**src/rtl/baser_stim_sequencer.sv**
```systemverilog
// Scenario-table stimulus sequencer for the PCS 257b generator/checker pair.
// Plays up to DEPTH TXD/TXC entries, each for a programmable number of cycles,
// waits a drain window, then issues a pass/fail verdict from the checker's
// block and invalid-block counter deltas.
module baser_stim_sequencer #(
   parameter int unsigned                 DATA_WIDTH    = 64,
   parameter int unsigned                 CONTROL_WIDTH = 8,
   parameter int unsigned                 DEPTH         = 16,
   parameter int unsigned                 HOLD_WIDTH    = 16,
   parameter int unsigned                 CNT_WIDTH     = 32,
   parameter logic [DATA_WIDTH-1:0]       IDLE_TXD      = 64'h0707070707070707,
   parameter logic [CONTROL_WIDTH-1:0]    IDLE_TXC      = 8'hFF
) (
   input  logic                           clk,
   input  logic                           i_rst_n,
   input  logic                           i_cfg_we,
   input  logic [$clog2(DEPTH)-1:0]       i_cfg_addr,
   input  logic [DATA_WIDTH-1:0]          i_cfg_txd,
   input  logic [CONTROL_WIDTH-1:0]       i_cfg_txc,
   input  logic [HOLD_WIDTH-1:0]          i_cfg_hold,
   input  logic [$clog2(DEPTH):0]         i_num_entries,
   input  logic [HOLD_WIDTH-1:0]          i_drain_cycles,
   input  logic                           i_start,
   input  logic                           i_abort,
   input  logic [CNT_WIDTH-1:0]           i_block_count,
   input  logic [CNT_WIDTH-1:0]           i_inv_block_count,
   output logic [DATA_WIDTH-1:0]          o_txd,
   output logic [CONTROL_WIDTH-1:0]       o_txc,
   output logic                           o_gen_enable,
   output logic                           o_busy,
   output logic                           o_done,
   output logic                           o_pass,
   output logic [$clog2(DEPTH)-1:0]       o_entry_idx,
   output logic [CNT_WIDTH-1:0]           o_blocks_seen,
   output logic [CNT_WIDTH-1:0]           o_inv_seen
);

   localparam int unsigned AW = $clog2(DEPTH);
   localparam int unsigned NW = AW + 1;

   typedef enum logic [1:0] {IDLE, RUN, DRAIN, CHECK} state_t;

   state_t state;
   state_t next_state;

   logic [DATA_WIDTH-1:0]    tab_txd  [DEPTH];
   logic [CONTROL_WIDTH-1:0] tab_txc  [DEPTH];
   logic [HOLD_WIDTH-1:0]    tab_hold [DEPTH];

   logic [NW-1:0]            num_lat;
   logic [HOLD_WIDTH-1:0]    drain_lat;
   logic [HOLD_WIDTH-1:0]    cnt;
   logic [CNT_WIDTH-1:0]     snap_blk;
   logic [CNT_WIDTH-1:0]     snap_inv;

   logic [NW-1:0]            num_eff;
   logic                     start_ok;
   logic                     cnt_zero;
   logic                     last_entry;
   logic [AW-1:0]            idx_next;
   logic [CNT_WIDTH-1:0]     blk_delta;
   logic [CNT_WIDTH-1:0]     inv_delta;

   // A hold or drain of 0 behaves as 1; the counter holds (cycles - 1).
   function automatic logic [HOLD_WIDTH-1:0] hold_to_count(input logic [HOLD_WIDTH-1:0] h);
      return (h == '0) ? '0 : h - HOLD_WIDTH'(1);
   endfunction

   assign num_eff    = (i_num_entries > NW'(DEPTH)) ? NW'(DEPTH) : i_num_entries;
   assign start_ok   = i_start && !i_abort;
   assign cnt_zero   = (cnt == '0);
   assign last_entry = ({1'b0, o_entry_idx} == (num_lat - NW'(1)));
   assign idx_next   = o_entry_idx + AW'(1);
   assign blk_delta  = i_block_count - snap_blk;
   assign inv_delta  = i_inv_block_count - snap_inv;

   // Scenario table: writable only while idle, contents not reset.
   always_ff @(posedge clk) begin
      if (i_cfg_we && (state == IDLE)) begin
         tab_txd[i_cfg_addr]  <= i_cfg_txd;
         tab_txc[i_cfg_addr]  <= i_cfg_txc;
         tab_hold[i_cfg_addr] <= i_cfg_hold;
      end
   end

   // State register.
   always_ff @(posedge clk or negedge i_rst_n) begin
      if (!i_rst_n) begin
         state <= IDLE;
      end else begin
         state <= next_state;
      end
   end

   // Next-state logic; abort overrides any other transition.
   always_comb begin
      next_state = state;
      unique case (state)
         IDLE: begin
            if (start_ok) begin
               next_state = (num_eff == '0) ? CHECK : RUN;
            end
         end
         RUN: begin
            if (i_abort) begin
               next_state = IDLE;
            end else if (cnt_zero && last_entry) begin
               next_state = DRAIN;
            end
         end
         DRAIN: begin
            if (i_abort) begin
               next_state = IDLE;
            end else if (cnt_zero) begin
               next_state = CHECK;
            end
         end
         CHECK: begin
            next_state = IDLE;
         end
         default: next_state = IDLE;
      endcase
   end

   // State-decoded outputs.
   always_comb begin
      o_busy       = (state != IDLE);
      o_done       = (state == CHECK);
      o_gen_enable = 1'b0;
   end

   // Datapath: drive pattern, sequence entries, count holds, compute verdict.
   // Deltas are registered on the edge into CHECK so they are valid together
   // with o_done; the counters are therefore sampled in the last DRAIN cycle.
   always_ff @(posedge clk or negedge i_rst_n) begin
      if (!i_rst_n) begin
         o_txd         <= IDLE_TXD;
         o_txc         <= IDLE_TXC;
         o_pass        <= 1'b0;
         o_entry_idx   <= '0;
         o_blocks_seen <= '0;
         o_inv_seen    <= '0;
         num_lat       <= '0;
         drain_lat     <= '0;
         cnt           <= '0;
         snap_blk      <= '0;
         snap_inv      <= '0;
      end else begin
         unique case (state)
            IDLE: begin
               if (start_ok) begin
                  o_pass      <= 1'b0;
                  o_entry_idx <= '0;
                  if (num_eff == '0) begin
                     o_blocks_seen <= '0;
                     o_inv_seen    <= '0;
                  end else begin
                     num_lat   <= num_eff;
                     drain_lat <= i_drain_cycles;
                     snap_blk  <= i_block_count;
                     snap_inv  <= i_inv_block_count;
                     o_txd     <= tab_txd[0];
                     o_txc     <= tab_txc[0];
                     cnt       <= hold_to_count(tab_hold[0]);
                  end
               end
            end
            RUN: begin
               if (i_abort) begin
                  o_txd       <= IDLE_TXD;
                  o_txc       <= IDLE_TXC;
                  o_pass      <= 1'b0;
                  o_entry_idx <= '0;
               end else if (cnt_zero) begin
                  if (last_entry) begin
                     o_txd <= IDLE_TXD;
                     o_txc <= IDLE_TXC;
                     cnt   <= hold_to_count(drain_lat);
                  end else begin
                     o_entry_idx <= idx_next;
                     o_txd       <= tab_txd[idx_next];
                     o_txc       <= tab_txc[idx_next];
                     cnt         <= hold_to_count(tab_hold[idx_next]);
                  end
               end else begin
                  cnt <= cnt - HOLD_WIDTH'(1);
               end
            end
            DRAIN: begin
               if (i_abort) begin
                  o_pass      <= 1'b0;
                  o_entry_idx <= '0;
               end else if (cnt_zero) begin
                  o_blocks_seen <= blk_delta;
                  o_inv_seen    <= inv_delta;
                  o_pass        <= (inv_delta == '0) && (blk_delta != '0);
               end else begin
                  cnt <= cnt - HOLD_WIDTH'(1);
               end
            end
            CHECK: begin
               o_entry_idx <= '0;
               if (i_abort) begin
                  o_pass <= 1'b0;
               end
            end
            default: ;
         endcase
      end
   end

endmodule

```
**config.mk**
```make
export PLATFORM = sky130hd
export DESIGN_NAME = baser_stim_sequencer
export DESIGN_NICKNAME = d
export VERILOG_FILES = /design/src/rtl/baser_stim_sequencer.sv
export SDC_FILE = /design/constraint.sdc
export NUM_CORES = 2
export LEC_CHECK = 0
export ABC_CLOCK_PERIOD_IN_PS = 9600
export CELL_PAD_IN_SITES_DETAIL_PLACEMENT = 1
export CELL_PAD_IN_SITES_GLOBAL_PLACEMENT = 1
export CORE_MARGIN = 2
export CORE_UTILIZATION = 52
export DETAILED_ROUTE_END_ITERATION = 10
export PLACE_DENSITY_LB_ADDON = 0.1
export SYNTH_ARGS = -nofsm -noshare
export SYNTH_HDL_FRONTEND = slang
export SYNTH_SLANG_ARGS = --single-unit
```
**constraint.sdc**
```tcl
create_clock -name clk -period 9.6 [get_ports clk]
set_input_delay 1.92 -clock clk [delete_from_list [all_inputs] [get_ports clk]]
set_output_delay 1.92 -clock clk [all_outputs]
set_load 0.1 [all_outputs]
```
==> reports/metrics.cfg <==
[run_status]
status=complete, no violations

[setup_path]
end_kind=flop
crit_buf_inv=1
cp_slowest_cell=or4b_1
path_max_fanout=5
worstSetupPathType=input port to flop
start_kind=input port
r2r.worst_path.cells=8
crit_family=simple AND/OR/NAND/NOR gates
reg2reg_slack_ns=4.12
r2r_start=o_entry_idx[0]$_DFFE_PN0P_
critPathArrivalTime_ns=6.34
reg2reg_to=o_txd[0]$_DFFE_PN1P_
worstPathRequired_ns=10.26
crit_top_cell=or4_1
crit_path_max_incr_delay_ns=0.52
crit_path_cell_trace=clkdlybuf4s50_1, ha_1, nor2b_1, o2111ai_1, a21oi_2, o211ai_1, a21oi_2, xor2_1, or4_1, or4_1, or4_1, or4b_1, o41a_1

[sta]
fmax_mhz=176
slew_headroom_pct=20.8
whs_ns=0.477
period_share_pct=59.2
worstMarginPinSlew_ns=1.18
slew_violations=0
period_minus_slack_ns=5.68
hold_viol=0
setup_viol=0
rsz0062_at_grt=no
fin_tns_setup_ns=0
finClkSkew_ns=0.0407

[synthesis]
synth-main-ff-cell=edfxtp_1
synth_top_area_share_pct=61.9
ys_seq_elements=1652
yosys.area.top_type=edfxtp_1
syn_avg_cell_area_sq_um=17.4
synth-edff-count=1408
ys_types=79
synth_seq_area_share_pct=70.9
synthCells=3928
yosysMostFrequentCell=edfxtp_1
syn_area_sq_um=68300
ys_warn_count=0
yosys-top-cells-area=edfxtp_1 62%, mux4_2 13%, dfrtp_1 7.8%, nand2_1 2.1%, ha_1 1.4%
synthArstFlopShare_pct=14.8
synthTopCellsByCount=1,408 x edfxtp_1, 389 x mux4_2, 388 x nand2_1, 212 x dfrtp_1, 156 x o21ai_0
syn_nets=4190

[clock_network]
cts_hold_buf=0
cts_setup_buffers=0
clockBufferDepth=3
clk_pin_slew_ns=0.05
cts_tree=yes
numCtsBuffers=170
root_buffer=clkbuf_16
cts_sinks=1652
htree_levels=4
insertion_delay_ns=0.80
post_cts_resized=0

[route]
wl_met2_mm=88.6
drt_iter0_drc=3832
ant_nets=0
highest_layer=met5
wl_met1_mm=77.0
route.met3.wl_mm=13.0
wl_per_cell_microns=29.6
num_vias=38500
vias_per_cell=6.21
route.detailed.drc=0
firstDrtPassIters=5
totalWireLength_mm=183

[finish]
postLayoutCellArea_sq_um=79200
multi_input_area_sq_um=19000
fin_util_pct=60.5
register_area_sq_um=48400
layout-area-overhead-vs-synth_pct=16.0
nets=4552
fillers=11600
drive_above_1_share_pct=19.2
stdcell_count=6196

[global_routing]
grt_pass1_vias=40500
overflow=0
grt_max_degree=152
track_usage_pct=27.6
grt_pass1_wl_mm=273
antenna_found_initial=29

[placement]
place_area_sq_um=73800
dpl.hpwl_mm=104
io_buffers=324
place_inst=5873
gp_congestion=0.863

[job]
max_cap_violations=0

[pwr]
ir_drop_mv=0.263
p_leak_nw=26.4
power_density_nw_per_um2=296

[worst_hold_path]
min_path_cells=2
holdCritStartpoint=o_blocks_seen[9]$_DFFE_PN0P_
min_to=o_blocks_seen[9]$_DFFE_PN0P_
hp-class=flop to flop

[die]
coreArea_sq_um=131000
start_util_pct=52.2
dieWidth_microns=366
die_h_microns=366
io_pins=326
die-area_sq_um=134000
num_rows=133

==> worst max path at each step <==
| stage | start | to | depth (start not counted) |
|---|---|---|---|
| after floorplan | i_cfg_addr[3] | tab_hold[0][0]$_DFFE_PP_ | 2 |
| after CTS | o_entry_idx[0]$_DFFE_PN0P_ | o_txd[0]$_DFFE_PN1P_ | 8 |
| after global routing | o_entry_idx[0]$_DFFE_PN0P_ | o_txc[4]$_DFFE_PN1P_ | 8 |
| after detailed placement | i_block_count[0] | o_pass$_DFFE_PN0P_ | 16 |
| after global placement | i_block_count[0] | o_pass$_DFFE_PN0P_ | 15 |
| final | i_block_count[1] | o_pass$_DFFE_PN0P_ | 13 |
==> metal layers <==
metal  global-route usage (%)  up-vias
met5                        0        -
met4                     8.73       24
met3                     5.20      304
met2                     43.9     1468
met1                     39.1    20300
li1                         -    16300
==> registers in the layout, indices dropped and copies added (netlist names) <==
name           count
snap_inv          32
o_inv_seen        32
o_txd             64
o_entry_idx        4
o_blocks_seen     32
drain_lat         16
cnt               16
tab_txc          128
o_txc              8
snap_blk          32
tab_hold         256
num_lat            5
state              2
o_pass             1
tab_txd         1024
==> metrics by stage <==
stage          setup WS, ns  power, mW
6_report               3.92       23.5
5_1_grt                3.56       24.6
4_1_cts                3.87       23.7
3_5_place_dp           3.15       17.2
3_3_place_gp           3.18       17.0
2_1_floorplan         0.642       15.0
==> report_power, final <==
part,internal [mW],leakage (nW),switching [mW],total [mW]
Combinational,3.28,8.04,5.07,8.35
Sequential,8.34,15.7,0.354,8.69
Clock,3.67,2.64,2.76,6.44
==> kinds of logic (layout without fill, tap and decap cells) <==
kind of cell	count (synthesis)	count (layout)	share of synthesized area, %
DFF	1652	1652	70.9
and+or+nand+nor	775	775	5.11
AOI/OAI and AO/OA	522	522	4.98
muxes	492	492	14.5
buffers and inverters	298	800	1.68
xor gates and xnor gates	108	108	1.38
adders and majority gates	80	80	1.49
other	1	12	0.00549
==> worst reg2reg max path: stages, from the launching register on <==
cell and delay (ns):
dfrtp_4 0.84, buf_4 0.72, buf_4 0.90, buf_4 0.79
buf_4 0.67, mux4_2 0.62, mux4_2 0.46, o22ai_1 0.25
o21ai_0 0.13
==> final cells by class <==
type                            count  area share [%]
Multi-Input combinational cell   1978            23.9
Clock inverter                     81            1.00
Clock buffer                      231            5.82
Sequential cell                  1652            61.1
Inverter                           98           0.464
Timing Repair Buffer              390            4.84
Antenna cell                       11          0.0347
Tap cell                         1755            2.77
==> layout by cell type, fill, tap and decap left out, types with 32 or more instances in the layout <==
master / Yosys / routed
edfxtp_1: 1408 / 1408
mux4_2: 389 / 389
nand2_1: 388 / 387
clkdlybuf4s50_1: 0 / 320
dfrtp_1: 212 / 211
clkbuf_16: 0 / 171
o21ai_0: 156 / 156
nand3_1: 114 / 114
inv_1: 97 / 97
nor2_1: 104 / 92
a21oi_1: 90 / 90
mux2_2: 80 / 80
ha_1: 78 / 76
buf_4: 3 / 61
xnor2_1: 58 / 56
clkbuf_1: 146 / 49
xor2_1: 50 / 48
a22o_1: 46 / 46
a32oi_1: 40 / 40
nor3_1: 43 / 39
o22ai_1: 38 / 38
clkinv_1: 0 / 32
dfstp_2: 32 / 32
No activity file was read; power rests on OpenSTA's default activity.
